### config.mk
export PLATFORM = sky130hd
export DESIGN_NAME = rx_sync_ctrl
export DESIGN_NICKNAME = d
export VERILOG_FILES = /design/src/rtl/rx8b10b_pkg.sv /design/src/rtl/word_aligner.sv /design/src/rtl/rx_sync_ctrl.sv
export SDC_FILE = /design/constraint.sdc
export NUM_CORES = 1
export LEC_CHECK = 0
export CORE_MARGIN = 2
export CORE_UTILIZATION = 44
export DETAILED_ROUTE_END_ITERATION = 7
export PLACE_DENSITY = 0.66
export SLEW_MARGIN = 20
export SYNTH_ARGS = -nofsm -noshare
export SYNTH_HDL_FRONTEND = slang
export SYNTH_SLANG_ARGS = --single-unit
### constraint.sdc
create_clock -name clk_i -period 5.5 [get_ports clk_i]
set_input_delay 1.1 -clock clk_i [delete_from_list [all_inputs] [get_ports clk_i]]
set_output_delay 1.1 -clock clk_i [all_outputs]
set_load 0.02 [all_outputs]
### src/rtl/rx8b10b_pkg.sv
// ---------------------------------------------------------------------------
// rx8b10b_pkg
// Shared definitions for the 8b/10b receive-lane synchronization path:
//   SYMBOL_W      - width of one line symbol
//   K28_5_RDN/RDP - the K28.5 comma in both running disparities
//   sync_state_e  - lane synchronization FSM states
//   is_k28_5()    - comma detector used on the alignment window
// ---------------------------------------------------------------------------
package rx8b10b_pkg;

   localparam int unsigned SYMBOL_W = 10;

   localparam logic [SYMBOL_W-1:0] K28_5_RDN = 10'b0011111010;
   localparam logic [SYMBOL_W-1:0] K28_5_RDP = 10'b1100000101;

   typedef enum logic [1:0] {
      HUNT    = 2'd0,
      PRESYNC = 2'd1,
      SYNC    = 2'd2
   } sync_state_e;

   function automatic logic is_k28_5(input logic [SYMBOL_W-1:0] sym);
      return (sym == K28_5_RDN) || (sym == K28_5_RDP);
   endfunction

endpackage

### src/rtl/word_aligner.sv
// ---------------------------------------------------------------------------
// word_aligner
// Shifts the serial stream into a 10-bit window, flags a K28.5 comma in the
// window and emits aligned symbols on the word boundary.
//   clk_i, rst_i  - bit clock, asynchronous active-high reset
//   i_bit         - serial data bit (first-received bit ends up in bit 0)
//   i_load        - restart the word boundary on the current window
//   i_emit_en     - allow emission at the regular word boundary
//   o_match       - window currently holds a K28.5 comma
//   o_word        - last emitted symbol
//   o_word_valid  - one-cycle pulse, o_word is new
//   o_word_comma  - o_word is a K28.5 comma
//   o_word_load   - o_word was emitted by i_load rather than by the boundary
// ---------------------------------------------------------------------------
module word_aligner
   import rx8b10b_pkg::*;
(
   input  logic                clk_i,
   input  logic                rst_i,
   input  logic                i_bit,
   input  logic                i_load,
   input  logic                i_emit_en,
   output logic                o_match,
   output logic [SYMBOL_W-1:0] o_word,
   output logic                o_word_valid,
   output logic                o_word_comma,
   output logic                o_word_load
);

   localparam logic [3:0] LAST_BIT = 4'd9;

   logic [SYMBOL_W-1:0] r_win;
   logic [3:0]          r_bit_cnt;
   logic [SYMBOL_W-1:0] r_word;
   logic                r_word_valid;
   logic                r_word_comma;
   logic                r_word_load;
   logic                w_emit;

   assign o_match = is_k28_5(r_win);
   // A load emits the comma that caused it; afterwards every 10th bit.
   assign w_emit  = i_load | (i_emit_en & (r_bit_cnt == LAST_BIT));

   // Serial shift window, newest bit enters at the top.
   always_ff @(posedge clk_i or posedge rst_i) begin
      if (rst_i) begin
         r_win <= {SYMBOL_W{1'b0}};
      end else begin
         r_win <= {i_bit, r_win[SYMBOL_W-1:1]};
      end
   end

   // Bit position within the symbol; a load makes the next cycle bit 0.
   always_ff @(posedge clk_i or posedge rst_i) begin
      if (rst_i) begin
         r_bit_cnt <= 4'd0;
      end else if (i_load || (r_bit_cnt == LAST_BIT)) begin
         r_bit_cnt <= 4'd0;
      end else begin
         r_bit_cnt <= r_bit_cnt + 4'd1;
      end
   end

   // Registered symbol output and its side flags.
   always_ff @(posedge clk_i or posedge rst_i) begin
      if (rst_i) begin
         r_word       <= {SYMBOL_W{1'b0}};
         r_word_valid <= 1'b0;
         r_word_comma <= 1'b0;
         r_word_load  <= 1'b0;
      end else begin
         r_word_valid <= w_emit;
         if (w_emit) begin
            r_word       <= r_win;
            r_word_comma <= o_match;
            r_word_load  <= i_load;
         end
      end
   end

   assign o_word       = r_word;
   assign o_word_valid = r_word_valid;
   assign o_word_comma = r_word_comma;
   assign o_word_load  = r_word_load;

endmodule

### src/rtl/rx_sync_ctrl.sv
// ---------------------------------------------------------------------------
// rx_sync_ctrl
// Receive-lane synchronization controller: finds K28.5 alignment, emits
// aligned symbols to the 8b/10b decoder and uses the decoder error flag to
// declare and drop lane sync.
//   clk_i        - receive bit clock, one serial bit per cycle
//   rst_i        - asynchronous active-high reset
//   inputdata_i  - serial data bit
//   code_err_i   - decoder error for word_o, used while word_valid_o=1
//   word_o       - aligned symbol
//   word_valid_o - one-cycle pulse, word_o is new
//   synced_o     - lane is in SYNC
//   lost_sync_o  - one-cycle pulse on SYNC->HUNT
//   state_o      - HUNT=0, PRESYNC=1, SYNC=2
// ---------------------------------------------------------------------------
module rx_sync_ctrl
   import rx8b10b_pkg::*;
#(
   parameter int unsigned NUM_COMMA = 3,
   parameter int unsigned ERR_MAX   = 4,
   parameter int unsigned GOOD_RUN  = 4
) (
   input  logic                clk_i,
   input  logic                rst_i,
   input  logic                inputdata_i,
   input  logic                code_err_i,
   output logic [SYMBOL_W-1:0] word_o,
   output logic                word_valid_o,
   output logic                synced_o,
   output logic                lost_sync_o,
   output logic [1:0]          state_o
);

   localparam logic [4:0] NUM_COMMA_C = 5'(NUM_COMMA);
   localparam logic [4:0] ERR_MAX_C   = 5'(ERR_MAX);
   localparam logic [4:0] GOOD_RUN_C  = 5'(GOOD_RUN);

   sync_state_e r_state;
   sync_state_e w_state_nxt;
   logic [2:0]  r_comma_cnt, w_comma_nxt;
   logic [2:0]  r_err_cnt, w_err_nxt;
   logic [3:0]  r_good_cnt, w_good_nxt;
   logic [4:0]  w_comma_sum, w_err_sum, w_good_sum;
   logic        w_match, w_load, w_emit_en;
   logic        w_word_valid, w_word_comma, w_word_load;
   logic        w_synced_nxt, w_lost_nxt;
   logic        r_synced, r_lost;

   // Only HUNT may (re)align; PRESYNC and SYNC run on the locked boundary.
   assign w_load    = (r_state == HUNT) & w_match;
   assign w_emit_en = (r_state != HUNT);

   word_aligner u_aligner (
      .clk_i        (clk_i),
      .rst_i        (rst_i),
      .i_bit        (inputdata_i),
      .i_load       (w_load),
      .i_emit_en    (w_emit_en),
      .o_match      (w_match),
      .o_word       (word_o),
      .o_word_valid (w_word_valid),
      .o_word_comma (w_word_comma),
      .o_word_load  (w_word_load)
   );

   // State and counter registers.
   always_ff @(posedge clk_i or posedge rst_i) begin
      if (rst_i) begin
         r_state     <= HUNT;
         r_comma_cnt <= 3'd0;
         r_err_cnt   <= 3'd0;
         r_good_cnt  <= 4'd0;
      end else begin
         r_state     <= w_state_nxt;
         r_comma_cnt <= w_comma_nxt;
         r_err_cnt   <= w_err_nxt;
         r_good_cnt  <= w_good_nxt;
      end
   end

   // Next-state and counter update, evaluated on each emitted word.
   always_comb begin
      w_state_nxt = r_state;
      w_comma_nxt = r_comma_cnt;
      w_err_nxt   = r_err_cnt;
      w_good_nxt  = r_good_cnt;
      // The word emitted by the HUNT load was already counted as comma 1.
      w_comma_sum = {2'b00, r_comma_cnt} + {4'b0000, (w_word_comma & ~w_word_load)};
      w_err_sum   = {2'b00, r_err_cnt} + 5'd1;
      w_good_sum  = {1'b0, r_good_cnt} + 5'd1;
      case (r_state)
         HUNT: begin
            if (w_match) begin
               w_state_nxt = PRESYNC;
               w_comma_nxt = 3'd1;
            end else begin
               w_state_nxt = HUNT;
            end
         end
         PRESYNC: begin
            if (!w_word_valid) begin
               w_state_nxt = PRESYNC;
            end else if (code_err_i) begin
               // Error wins even when the word is a comma.
               w_state_nxt = HUNT;
               w_comma_nxt = 3'd0;
            end else if (w_comma_sum >= NUM_COMMA_C) begin
               w_state_nxt = SYNC;
               w_comma_nxt = 3'd0;
               w_err_nxt   = 3'd0;
               w_good_nxt  = 4'd0;
            end else begin
               w_comma_nxt = w_comma_sum[2:0];
            end
         end
         SYNC: begin
            if (!w_word_valid) begin
               w_state_nxt = SYNC;
            end else if (code_err_i) begin
               if (w_err_sum >= ERR_MAX_C) begin
                  w_state_nxt = HUNT;
                  w_comma_nxt = 3'd0;
                  w_err_nxt   = 3'd0;
                  w_good_nxt  = 4'd0;
               end else begin
                  w_err_nxt  = w_err_sum[2:0];
                  w_good_nxt = 4'd0;
               end
            end else if (r_err_cnt != 3'd0) begin
               // A full run of good words forgives one error.
               if (w_good_sum >= GOOD_RUN_C) begin
                  w_err_nxt  = r_err_cnt - 3'd1;
                  w_good_nxt = 4'd0;
               end else begin
                  w_good_nxt = w_good_sum[3:0];
               end
            end else if (w_good_sum > GOOD_RUN_C) begin
               w_good_nxt = r_good_cnt;
            end else begin
               w_good_nxt = w_good_sum[3:0];
            end
         end
         default: begin
            w_state_nxt = HUNT;
            w_comma_nxt = 3'd0;
            w_err_nxt   = 3'd0;
            w_good_nxt  = 4'd0;
         end
      endcase
   end

   // Output decode from the transition being taken this cycle.
   always_comb begin
      w_synced_nxt = (w_state_nxt == SYNC);
      w_lost_nxt   = (r_state == SYNC) && (w_state_nxt == HUNT);
   end

   // Output registers, aligned with the state register.
   always_ff @(posedge clk_i or posedge rst_i) begin
      if (rst_i) begin
         r_synced <= 1'b0;
         r_lost   <= 1'b0;
      end else begin
         r_synced <= w_synced_nxt;
         r_lost   <= w_lost_nxt;
      end
   end

   assign word_valid_o = w_word_valid;
   assign synced_o     = r_synced;
   assign lost_sync_o  = r_lost;
   assign state_o      = r_state;

endmodule

==> impl_results.md, run 1 <==
* Outcome: complete, no violations
* Fillers at 350
* Clk_lat worst skew at 0.29 ns
* WP data required at 5.71 ns
* Number of synthesized flops with an enable pin at 0
* Final Slew Violations at 0
* RSZ-0062 raised after global routing: false
* Total number of vias at 1,309
* Top-area cell type share of the netlist area at 53.66%
* Final setup vio count at 0
* Yosys cell types at 46
* Congestion Overflow GR at 0
* Die X at 69.92 um
* Endpoint class of the critical path: flop
* Worst clock skew at 0.003408 ns
* Setup repair bufs after CTS at 0
* LEAKAGE at 1.005 nW
* Most frequent cells in the layout: 41 x dfrtp_1, 18 x clkdlybuf4s50_1, 15 x nor2_1
* Post-DP HPWL at 2.318 mm
* Nets@finish at 192
* CP Class: primary input to flop
* Final Critical Period at 2.631 ns
* Share of cells above drive strength 1 at 15.47%
* Vias in the first global route at 1,360
* Relative slew slack at 45.22%
* Synth top area cells: dfrtp_1 54%, mux2_4 7.1%, ha_1 5.2%, nor2_1 2.9%, a21oi_1 2.4%
* Worst-margin pin slew at 0.8217 ns
* Sink Count at 41
* DRC Markers at 0
* # diodes at 0
* H-Tree Depth at 2
* # rows at 23
* WL per Instance at 14.46 um
* Syn Nets at 172
* Placement Cell Area at 2131 sq um
* Number of DRC markers in iteration 0 at 73
* Input/output buffers at 18
* Core Box Area at 4086 sq um
* Max IR drop VDD at 283.8 uV
* Post-synthesis register bit count at 41
* Crit Path Max Fanout at 12
* Fin. Hold Viols at 0
* Crit path launch type: primary input
* I/O pins at 19
* Cell Area, Synth at 1912 sq um
* Max-cap violations at 0
* Pwr dens at 438.0 nW/um^2
* Asr flop ratio synth at 100.0%
* Root Buffer: clkbuf_8
* Die Ht at 69.92 um
* Critical Path AT at 2.84 ns
* Syn_area_per_cell at 11.95 sq um
* First-pass GRT wire length at 6.085 mm
* Hold Path Class: flop to flop
* Clock transition at path regs at 0.07 ns
* Post-synth top area cell: dfrtp_1
* Sequential fraction of the synthesis area at 53.66%
* Maximum number of pins on one net before global-route repair at 42
* Internal reg-to-reg setup slack at 2.97 ns
* Antenna-violating nets left at 0
* DR pass1 iterations at 4
* CTS tree: done
* Routed wire length at 3.340 mm
* GRT Resource Usage Total at 15.30%
* Total CTS buffers at 5
* Via-to-Cell Ratio at 5.667
* Die Area at 4888 sq um
* RePlAce Congestion at 0.7883
* Initial antenna violation count at 0
* Main flop type after synthesis: dfrtp_1
* Fmax at 380.1 MHz
* Synthesis-to-finish area growth at 15.77%
* Final Cycle Share at 47.83%
* Setup TNS at 0 ns
* Post-route cell area at 2213 sq um
* Post-Synthesis Cells at 160
* Resized cells post-CTS at 0
* Maximum buffer depth of the clock tree at 2
* Initial Utilization at 46.79%
* Ys Warns at 0
* CTS Hold Bufs at 0
* Most common cell after layout, fill and taps aside: dfrtp_1
kinds of logic (layout without fill, tap and decap cells):
kind of cell / after synthesis / in the layout / synth area share (%)
compound gates: 35 / 35 / 13.29
xor+xnor: 2 / 2 / 0.9164
fa+ha+maj: 8 / 8 / 5.236
buf+inv: 14 / 35 / 3.206
flops: 41 / 41 / 53.66
mux: 14 / 14 / 9.882
simple gates: 46 / 46 / 13.81
area by class of cell:
| class | instances | area (sq um) | area share, % |
|---|---|---|---|
| flip-flops and latches | 41 | 1026 | 46.35 |
| inverters | 8 | 30.03 | 1.357 |
| repair buffers | 19 | 187.7 | 8.479 |
| clock inverters | 2 | 10.01 | 0.4522 |
| multi-input cells | 105 | 824.5 | 37.25 |
| well taps | 50 | 62.56 | 2.826 |
| clock buffers | 6 | 72.57 | 3.279 |
where the power goes:
| part | total [mW] | switching [mW] | internal [mW] |
|---|---|---|---|
| clock network | 0.185 | 0.0976 | 0.0879 |
| logic | 0.360 | 0.167 | 0.193 |
| registers | 0.424 | 0.0547 | 0.369 |
| total | 0.969 | 0.319 | 0.650 |
state kept, by name, summed over array words and instances, names as in the netlist:
register	flops
lost_sync_o	1
r_comma_cnt	3
r_err_cnt	3
r_good_cnt	4
state_o	2
synced_o	1
u_aligner.o_word	10
u_aligner.o_word_comma	1
u_aligner.o_word_load	1
u_aligner.o_word_valid	1
u_aligner.r_bit_cnt	4
u_aligner.r_win	10
path summary, 6_finish.rpt:
kind	start	to	cells past startpoint
min in group asynchronous	rst_i	r_good_cnt[3]	3
min	u_aligner.r_win[8]	u_aligner.r_win[7]	0
min reg2reg	u_aligner.r_win[8]	u_aligner.r_win[7]	0
max	code_err_i	r_err_cnt[0]	6
max reg2reg	u_aligner.r_win[5]	u_aligner.o_word[8]	5
max in group asynchronous	rst_i	u_aligner.r_win[1]	3
synth_stat cells (2+ instances only):
master,count
dfrtp_1,41
nor2_1,15
a21oi_1,9
mux2_4,9
ha_1,8
inv_1,8
nand2_1,7
nand2b_1,5
clkbuf_1,4
o21ai_0,4
mux2_2,3
nor3_1,3
nor3b_1,3
a211oi_1,2
a21boi_0,2
a21o_1,2
mux2i_1,2
nor2b_1,2
o31ai_1,2
o32a_1,2
xnor2_1,2
critical path: stages:
cell and delay, ns:
clkdlybuf4s50_1 0.70, nand3b_1 0.19, o21ai_0 0.11, a21oi_1 0.32, nand2b_1 0.23, mux2i_1 0.19
stage by stage:
stage | setup slack (ns) | util (%) | hold WS (ns) | total power, mW | cells
2_1_floorplan | 3.236 | - | 0.3687 | 0.6680 | 160
3_3_place_gp | 2.661 | 52.14 | 0.3884 | 0.7777 | 223
3_5_place_dp | 2.595 | 52.14 | 0.3953 | 0.7890 | 223
4_1_cts | 2.887 | 54.16 | 0.4126 | 0.9784 | 231
5_1_grt | 2.715 | 54.16 | 0.4398 | 1.030 | 231
6_report | 2.869 | 54.16 | 0.4074 | 0.9695 | 231
routing by layer:
layer | up-vias | routed length [um] | GRT usage (%)
li1 | 613 | - | -
met1 | 658 | 1512 | 19.15
met2 | 29 | 1636 | 25.71
met3 | 9 | 139 | 3.608
met4 | 0 | 52 | 5.769
met5 | - | 0 | 0
Note: power is estimated with default switching activity, not from simulation.
==> inputs of run 2 (changes only) <==
--- a/config.mk
+++ b/config.mk
@@ -8,7 +8,7 @@
 export CORE_MARGIN = 2
 export CORE_UTILIZATION = 44
 export DETAILED_ROUTE_END_ITERATION = 7
-export PLACE_DENSITY = 0.66
+export PLACE_DENSITY = 0.69
 export SLEW_MARGIN = 20
 export SYNTH_ARGS = -nofsm -noshare
 export SYNTH_HDL_FRONTEND = slang
==> constraint.sdc (replaced) <==
create_clock -name clk_i -period 2.2 [get_ports clk_i]
set_input_delay 0.44 -clock clk_i [delete_from_list [all_inputs] [get_ports clk_i]]
set_output_delay 0.44 -clock clk_i [all_outputs]
set_load 0.02 [all_outputs]
==> run 2 against run 1 <==
Effect of this change: global-route usage up 1.1 points; worst setup slack worse by 2.8 ns; sequential share of layout area down 2.6 points; die area unchanged; critical path depth unchanged; non-clock buffer count up 8; register-to-register slack worse by 2.9 ns; first-iteration DRC count down 58%; count of clock-buffer cells in the layout down 1.
==> impl_results.md, run 2 (synthesis gave the netlist of run 1 again) <==
* Outcome: complete, no violations
* R2R Path End: u_aligner.o_word[8]
* P_int at 1.880 mW (+190%)
* Initial Utilization at 46.79% (unchanged)
* Worst clock skew at 0.002763 ns (-0.0006457 ns)
* Internal reg-to-reg setup slack at 0.11 ns (-2.86 ns)
* Clock transition at path regs at 0.08 ns (about the same)
* R2R cell count at 6 (+1)
* Setup TNS at 0 ns (unchanged)
* CTS tree: done
* Die Ht at 69.92 um (unchanged)
* Final setup vio count at 0 (unchanged)
* Root Buffer: clkbuf_8
* Most common cell after layout, fill and taps aside: dfrtp_1
* Reg2Reg Launch Point: u_aligner.r_win[5]
* Synthesis-to-finish area growth at 22.71%
* CTS Hold Bufs at 0 (unchanged)
* Hold Path Class: flop to flop
* Max-cap violations at 0 (unchanged)
* Final Cycle Share at 94.94%
* Pwr dens at 1157 nW/um^2 (+160%)
* Post-DP HPWL at 2.656 mm (+15%)
* Initial antenna violation count at 0 (unchanged)
* Routed wire length at 3.680 mm (+10%)
* Die Area at 4888 sq um (unchanged)
* Vias in the first global route at 1,327 (-2.4%)
* DRC Markers at 0 (unchanged)
* Input/output buffers at 18 (unchanged)
* Max IR drop VDD at 705.9 uV (+150%)
* RePlAce Congestion at 0.7588 (-3.7%)
* Sequential share of power at 39.2% (-4.5 points)
* Fmax at 478.8 MHz
* Total CTS buffers at 5 (unchanged)
* Relative slew slack at 66.64% (+21 points)
* WP data required at 2.38 ns (-3.33 ns)
* RSZ-0062 raised after global routing: false
* Sink Count at 41 (unchanged)
* I/O pins at 19 (unchanged)
* First-pass GRT wire length at 6.244 mm (+2.6%)
* Fin. Hold Viols at 0 (unchanged)
* H-Tree Depth at 2 (unchanged)
* Antenna-violating nets left at 0 (unchanged)
* WL per Instance at 15.40 um (+6.5%)
* Endpoint class of the critical path: flop
* Clk pwr share at 26.4% (+7.3 points)
* # rows at 23 (unchanged)
* Critical Path AT at 2.27 ns (-0.57 ns)
* DR pass1 iterations at 4 (unchanged)
* Maximum number of pins on one net before global-route repair at 42 (unchanged)
* Power, Total at 2.714 mW (+180%)
* Core Box Area at 4086 sq um (unchanged)
* Crit path launch type: flop
* Worst-margin pin slew at 0.5003 ns (-0.3214 ns)
* Clk_lat worst skew at 0.29 ns (about the same)
* Number of DRC markers in iteration 0 at 31 (-58%)
* Comb pwr share at 34.4% (-2.8 points)
* Die X at 69.92 um (unchanged)
* Most frequent cells in the layout: 41 x dfrtp_1, 18 x clkdlybuf4s50_1, 15 x nor2_1
* Maximum buffer depth of the clock tree at 2 (unchanged)
* Nets@finish at 200 (+4.2%)
* CP Class: flop to flop
* Switch Pwr at 0.8344 mW (+160%)
* Sw Share at 30.74% (-2.2 points)
* Final Slew Violations at 0 (unchanged)
* Total number of vias at 1,295 (-1.1%)
* # diodes at 0 (unchanged)
* Share of cells above drive strength 1 at 22.22% (+6.8 points)
* Crit Path Max Fanout at 6 (-6)
* Hold Startpoint: u_aligner.r_win[8]
* WHS Path Cells at 0 (unchanged)
* Worst Hold Path EP: u_aligner.r_win[7]
* Via-to-Cell Ratio at 5.418 (-4.4%)
* LEAKAGE at 1.070 nW (+6.5%)
* Congestion Overflow GR at 0 (unchanged)
* GRT Resource Usage Total at 16.41% (+1.1 points)
* Final Critical Period at 2.089 ns
[run 2: cell count changes in the layout (fill, tap and decap cells not counted), moves of 2 or more]
cell	change
bufinv_16	+2
a21oi_2	+2
a21oi_1	-2
buf_4	+8
[run 2: final cells by class]
type                            count  area (sq um)
Inverter                            8         30.03
Tap cell                           50         62.56
Clock inverter                      3         65.06
Multi-Input combinational cell    105         845.8
Fill cell                         337          1740
Timing Repair Buffer               27         247.7
Clock buffer                        5         68.82
Sequential cell                    41          1026
[run 2: critical path, cell delays in order, from the launching register on]
cell     delay (ns)
dfrtp_1        0.42
or4b_1         0.56
nor4_2         0.19
a41oi_2        0.09
a21oi_2        0.19
buf_4          0.19
mux2_2         0.34
[run 2: metrics by stage]
stage,hold slack (ns),worst slack [ns],std cells,utilization [%],instance area (sq um)
final,0.3944,0.1113,239,57.41,2346
after global routing,0.4191,0.03266,239,57.41,2346
after CTS,0.3989,0.001005,239,56.89,2325
after detailed placement,0.3818,0.007131,231,53.61,2191
after global placement,0.3814,0.1304,231,53.61,2191
after floorplan,0.3687,0.1315,160,-,1912
[run 2: worst max path at each step]
stage                            from                      to
5_1_grt            u_aligner.r_win[5]  u_aligner.r_bit_cnt[2]
3_3_place_gp   u_aligner.o_word_comma           r_good_cnt[1]
6_report           u_aligner.r_win[5]     u_aligner.o_word[8]
2_1_floorplan  u_aligner.o_word_comma           r_good_cnt[0]
3_5_place_dp   u_aligner.o_word_comma           r_good_cnt[1]
4_1_cts        u_aligner.o_word_comma           r_good_cnt[1]
[run 2: timing repair]
| action | 4_1_cts | 5_1_grt |
|---|---|---|
| endpoints found under the setup margin | 0 | 6 |
| setup buffers | 0 | 0 |
| gates resized for setup | 0 | 6 |
[run 2: power by group through the flow]
stage               Sequential, mW  Combinational (mW)  Clock [mW]
finish                        1.07               0.934       0.715
global route                  1.09                1.01       0.766
CTS                           1.07               0.945       0.733
detailed placement            1.08               0.937           0
global placement              1.06               0.909           0
floorplan                     1.16               0.515           0
[run 2: layer usage]
layer	track usage (%)	up-vias	wire length, um
li1	-	622	-
met1	20.32	643	1611
met2	26.56	24	1873
met3	5.051	6	122
met4	7.051	0	73
met5	0	-	0
